[config.mk]
export PLATFORM = sky130hd
export DESIGN_NAME = stuffing_fd
export DESIGN_NICKNAME = d
export VERILOG_FILES = /design/src/rtl/stuffing_fd.sv
export SDC_FILE = /design/constraint.sdc
export NUM_CORES = 1
export LEC_CHECK = 0
export CORE_MARGIN = 2
export CORE_UTILIZATION = 45
export DETAILED_ROUTE_END_ITERATION = 12
export PLACE_DENSITY = 0.79
export SYNTH_ARGS = -nofsm -noshare
export SYNTH_HDL_FRONTEND = slang
export SYNTH_SLANG_ARGS = --single-unit
[constraint.sdc]
create_clock -name clock -period 2.8 [get_ports clock]
set_clock_uncertainty 0.2 [all_clocks]
set_input_delay 0.42 -clock clock [delete_from_list [all_inputs] [get_ports clock]]
set_output_delay 0.42 -clock clock [all_outputs]
set_load 0.02 [all_outputs]
[src/rtl/stuffing_fd.sv]
`timescale 1ns/1ps
`default_nettype none
// ============================================================================
//  Module      : stuffing_fd
//  Description : Transmit bit stuffer: dynamic run-length stuffing plus
//                fixed-interval stuffing for the FD CRC field.
//  Revision    : 1.0 - initial release
// ============================================================================
module stuffing_fd #(
   parameter int RUNLEN = 5,
   parameter int FIXLEN = 4,
   parameter int CNTW   = 3
) (
   input  logic            clock,
   input  logic            reset,
   input  logic            bitin,
   input  logic            activ,
   input  logic            direct,
   input  logic            setdom,
   input  logic            setrec,
   input  logic            fixed,
   input  logic            clrcnt,
   output logic            bitout,
   output logic            stuff,
   output logic            fixbit,
   output logic [CNTW-1:0] stuffcnt
);

   localparam logic [2:0] c_RUNLEN = 3'(RUNLEN);
   localparam logic [2:0] c_FIXLEN = 3'(FIXLEN);

   logic            r_activ_d;
   logic            r_last;
   logic            r_infix;
   logic [2:0]      r_cnt;
   logic [2:0]      r_fcnt;
   logic            r_bitout;
   logic            r_stuff;
   logic            r_fixbit;
   logic [CNTW-1:0] r_stuffcnt;

   logic            w_step;
   logic            w_dyn;
   logic [2:0]      w_cnt_eff;
   logic            w_dyn_stuff;

   assign w_step      = activ & ~r_activ_d;
   assign w_dyn       = ~direct & ~setdom & ~setrec & ~fixed;
   // Leaving fixed mode restarts run counting from scratch.
   assign w_cnt_eff   = r_infix ? 3'd0 : r_cnt;
   assign w_dyn_stuff = w_step & w_dyn & (w_cnt_eff == c_RUNLEN);

   always_ff @(posedge clock or negedge reset) begin
      if (!reset) begin
         r_activ_d  <= 1'b0;
         r_last     <= 1'b0;
         r_infix    <= 1'b0;
         r_cnt      <= 3'd0;
         r_fcnt     <= 3'd0;
         r_bitout   <= 1'b1;
         r_stuff    <= 1'b0;
         r_fixbit   <= 1'b0;
         r_stuffcnt <= '0;
      end else begin
         r_activ_d <= activ;
         if (w_step) begin
            if (direct) begin
               r_bitout <= bitin;
               r_stuff  <= 1'b0;
               r_fixbit <= 1'b0;
            end else if (setdom) begin
               r_bitout <= 1'b0;
               r_stuff  <= 1'b0;
               r_fixbit <= 1'b0;
            end else if (setrec) begin
               r_bitout <= 1'b1;
               r_stuff  <= 1'b0;
               r_fixbit <= 1'b0;
            end else if (fixed) begin
               if (!r_infix || (r_fcnt >= c_FIXLEN)) begin
                  r_bitout <= ~r_last;
                  r_stuff  <= 1'b1;
                  r_fixbit <= 1'b1;
                  r_last   <= ~r_last;
                  r_fcnt   <= 3'd0;
                  r_infix  <= 1'b1;
               end else begin
                  r_bitout <= bitin;
                  r_stuff  <= 1'b0;
                  r_fixbit <= 1'b0;
                  r_last   <= bitin;
                  r_fcnt   <= r_fcnt + 3'd1;
               end
            end else begin
               r_infix  <= 1'b0;
               r_fixbit <= 1'b0;
               if (w_cnt_eff == c_RUNLEN) begin
                  // bitin is held back; the MAC presents it again next step
                  r_bitout <= ~r_last;
                  r_stuff  <= 1'b1;
                  r_last   <= ~r_last;
                  r_cnt    <= 3'd1;
               end else if ((w_cnt_eff == 3'd0) || (bitin != r_last)) begin
                  r_bitout <= bitin;
                  r_stuff  <= 1'b0;
                  r_last   <= bitin;
                  r_cnt    <= 3'd1;
               end else begin
                  r_bitout <= bitin;
                  r_stuff  <= 1'b0;
                  r_cnt    <= r_cnt + 3'd1;
               end
            end
         end
         if (clrcnt) begin
            r_stuffcnt <= '0;
         end else if (w_dyn_stuff) begin
            r_stuffcnt <= r_stuffcnt + 1'b1;
         end
      end
   end

   assign bitout   = r_bitout;
   assign stuff    = r_stuff;
   assign fixbit   = r_fixbit;
   assign stuffcnt = r_stuffcnt;

endmodule
`default_nettype wire

==> results_dict.tcl <==
set metrics [dict create \
    drt-vias-per-instance 5.18 \
    grt_start_max_net_pins 16 \
    setup_viol 0 \
    status "finished clean" \
    power_mw 0.543 \
    p_clk_share_pct 22.9 \
    io_buffers 14 \
    place_congestion 0.803 \
    cap_violations 0 \
    dieHeight_um 46.6 \
    die_width_um 46.6 \
    core_area_sq_um 1730 \
    power.switching_mw 0.175 \
    hold_buffers 0 \
    netlist_area_sq_um 818 \
    syn-mean-instance-area_sq_um 10.4 \
    stdcell_count 121 \
    power_density_nw_per_um2 536 \
    grt_pass1_vias 603 \
    yosys_most_used_dff "dfrtp_1" \
    reg2reg_to "stuffcnt[2]$_DFFE_PN0P_" \
    routedWlPerCell_um 12.7 \
    synth-seq-area-share_pct 46.0 \
    cts_root_buffer "clkbuf_4" \
    async_reset_ff_share_pct 100 \
    cts_resized 0 \
    vias 627 \
    synth_common_cells "14 x dfrtp_1, 10 x nand2_1, 7 x inv_1, 7 x o21ai_0, 4 x nor2_1" \
    whs_path_depth 2 \
    slew_violations 0 \
    clock_path_buffers 2 \
    leakagePower_nw 0.445 \
    tritoncts "done" \
    ios 15 \
    synthMostInstantiatedCell "dfrtp_1" \
    dp.cells 117 \
    rsz0062_at_grt "false" \
    drtIter0Drc 2 \
    start_kind "flip-flop" \
    num-fill-cells 145 \
    cts_htree_levels 1 \
    synth_area_leaders "dfrtp_1 43%, ha_1 4.6%, nand2_1 4.6%, o21ai_0 4.3%, dfstp_2 3.2%" \
    insertedDiodeCount 0 \
    antenna_left 0 \
    slowest_stage "clkdlybuf4s50_1" \
    crit_family "buffers and inverters" \
    cts_buffers 3 \
    reg2reg_depth 4 \
    reg2reg_slack_ps 1090 \
    seqPwrFrac_pct 49.9 \
    synthesis.instances 79 \
    finalWirelength_mm 1.53 \
    hp-class "flip-flop to flip-flop" \
    ys_ff_latch 15 \
    firstDrtPassIters 4 \
    post-route-period-util_pct 72.7 \
    grt_pass1_wl_mm 2.55 \
    holdPathEnd "bitout$_DFFE_PN1N_" \
    hpwl_mm 1.15 \
    finalHoldViolCount 0 \
    syn_nets 91 \
    yosys_warnings 0 \
    p_sw_share_pct 32.2 \
    postCtsSetupBuffers 0 \
    crit_chain "clkdlybuf4s50_1" \
    relSlewSlack_pct 55.6 \
    yosys.area.top_type "dfrtp_1" \
    numClockSinks 15 \
    fin_util_pct 58.7 \
    worstPathBufferInverterCount 1 \
    syn_to_final_growth_pct 23.9 \
    nets 109 \
    dieArea_sq_um 2180 \
    reg2reg_from "r_activ_d$_DFF_PN0_" \
    yosysTopAreaCellShare_pct 42.8 \
    crit_arrival_ps 1420 \
    crit_path_end_kind "output pin" \
    fin_setup_tns_ps 0 \
    path_clk_slew_ps 90 \
    insertion_delay_ps 280 \
    antenna_found_initial 0 \
    drc 0 \
    tightest_slew_ps 664 \
    critPathKind "flip-flop to output pin" \
    start_util_pct 47.4 \
    min_from "bitout$_DFFE_PN1N_" \
    synth.distinct_cells 30 \
    required_ps 2180 \
    fin_crit_ps 2040 \
    ir_drop_v 0.000269 \
    fmax_mhz 491 \
    layout-drive-gt1-share_pct 12.5 \
    overflow 0 \
    cp_max_fo 2 \
    grt_use_total_pct 17.3 \
    p_int_mw 0.369 \
    synth_edf_count 0 \
    rows 15 \
    cpPeakStageDelay_ps 590 \
    combPwrFrac_pct 27.2 \
]
[power by group through the flow]
stage | registers [mW] | logic (mW) | clock network [mW]
2_1_floorplan | 0.273 | 0.0998 | 0
3_3_place_gp | 0.272 | 0.144 | 0
3_5_place_dp | 0.275 | 0.147 | 0
4_1_cts | 0.271 | 0.149 | 0.131
5_1_grt | 0.276 | 0.164 | 0.137
6_report | 0.271 | 0.148 | 0.125
[cell type report]
class / instances / area (sq um) / area share [%]
flip-flops and latches: 15 / 377 / 37.2
multi-input cells: 56 / 412 / 40.6
repair buffers: 14 / 140 / 13.8
inverters: 7 / 26.3 / 2.59
well taps: 25 / 31.3 / 3.09
clock buffers: 3 / 22.5 / 2.22
clock inverters: 1 / 5.00 / 0.494
[worst max path at each step]
stage	slack, ps	from	cells after the start	endpoint
finish	760	bitout$_DFFE_PN1N_	1	bitout
global route	710	bitout$_DFFE_PN1N_	1	bitout
CTS	740	bitout$_DFFE_PN1N_	1	bitout
detailed placement	570	activ	5	stuffcnt[2]$_DFFE_PN0P_
global placement	640	activ	5	stuffcnt[2]$_DFFE_PN0P_
floorplan	1210	setdom	4	stuffcnt[2]$_DFFE_PN0P_
[stage by stage]
step	instance area [sq um]	setup slack, ps	hold slack (ps)
2_1_floorplan	818	1210	-75.6
3_3_place_gp	986	641	268
3_5_place_dp	986	568	280
4_1_cts	1010	742	293
5_1_grt	1010	706	307
6_report	1010	765	288
[sequential cells by signal, indices dropped and copies added, names as in the netlist]
register   flops
r_fcnt         3
r_last         1
stuff          1
r_infix        1
r_activ_d      1
r_cnt          3
bitout         1
stuffcnt       3
fixbit         1
[metal layers]
metal / vias up / GRT usage [%] / part of all wire, %
met1: 299 / 19.5 / 44
met2: 16 / 30.0 / 49
met5: - / 0 / 0
met4: 0 / 8.33 / 0.85
met3: 2 / 4.71 / 5.2
li1: 310 / - / -
[cell families after synthesis]
logic type	share of synthesized area, %
xor+xnor	2.14
fa+ha+maj	4.59
mux	3.82
buf+inv	3.67
flops	46.0
compound gates	16.2
simple gates	23.5
[cells in the final DEF, fill, tap and decap left out, drive strengths merged, types with 2 or more instances in the layout]
cell type | synthesis | layout
dfrtp | 14 | 14
nor2b | 2 | 2
clkdlybuf4s50 | 0 | 14
nand2 | 10 | 10
mux2i | 2 | 2
a211oi | 3 | 3
nand3 | 2 | 2
nand2b | 3 | 3
nand4 | 2 | 2
ha | 3 | 3
inv | 7 | 7
o21ai | 7 | 7
a21oi | 3 | 3
nor2 | 4 | 4
clkbuf | 1 | 3
or3 | 2 | 2
o211ai | 2 | 2
Note: power is estimated with default switching activity, not from simulation.
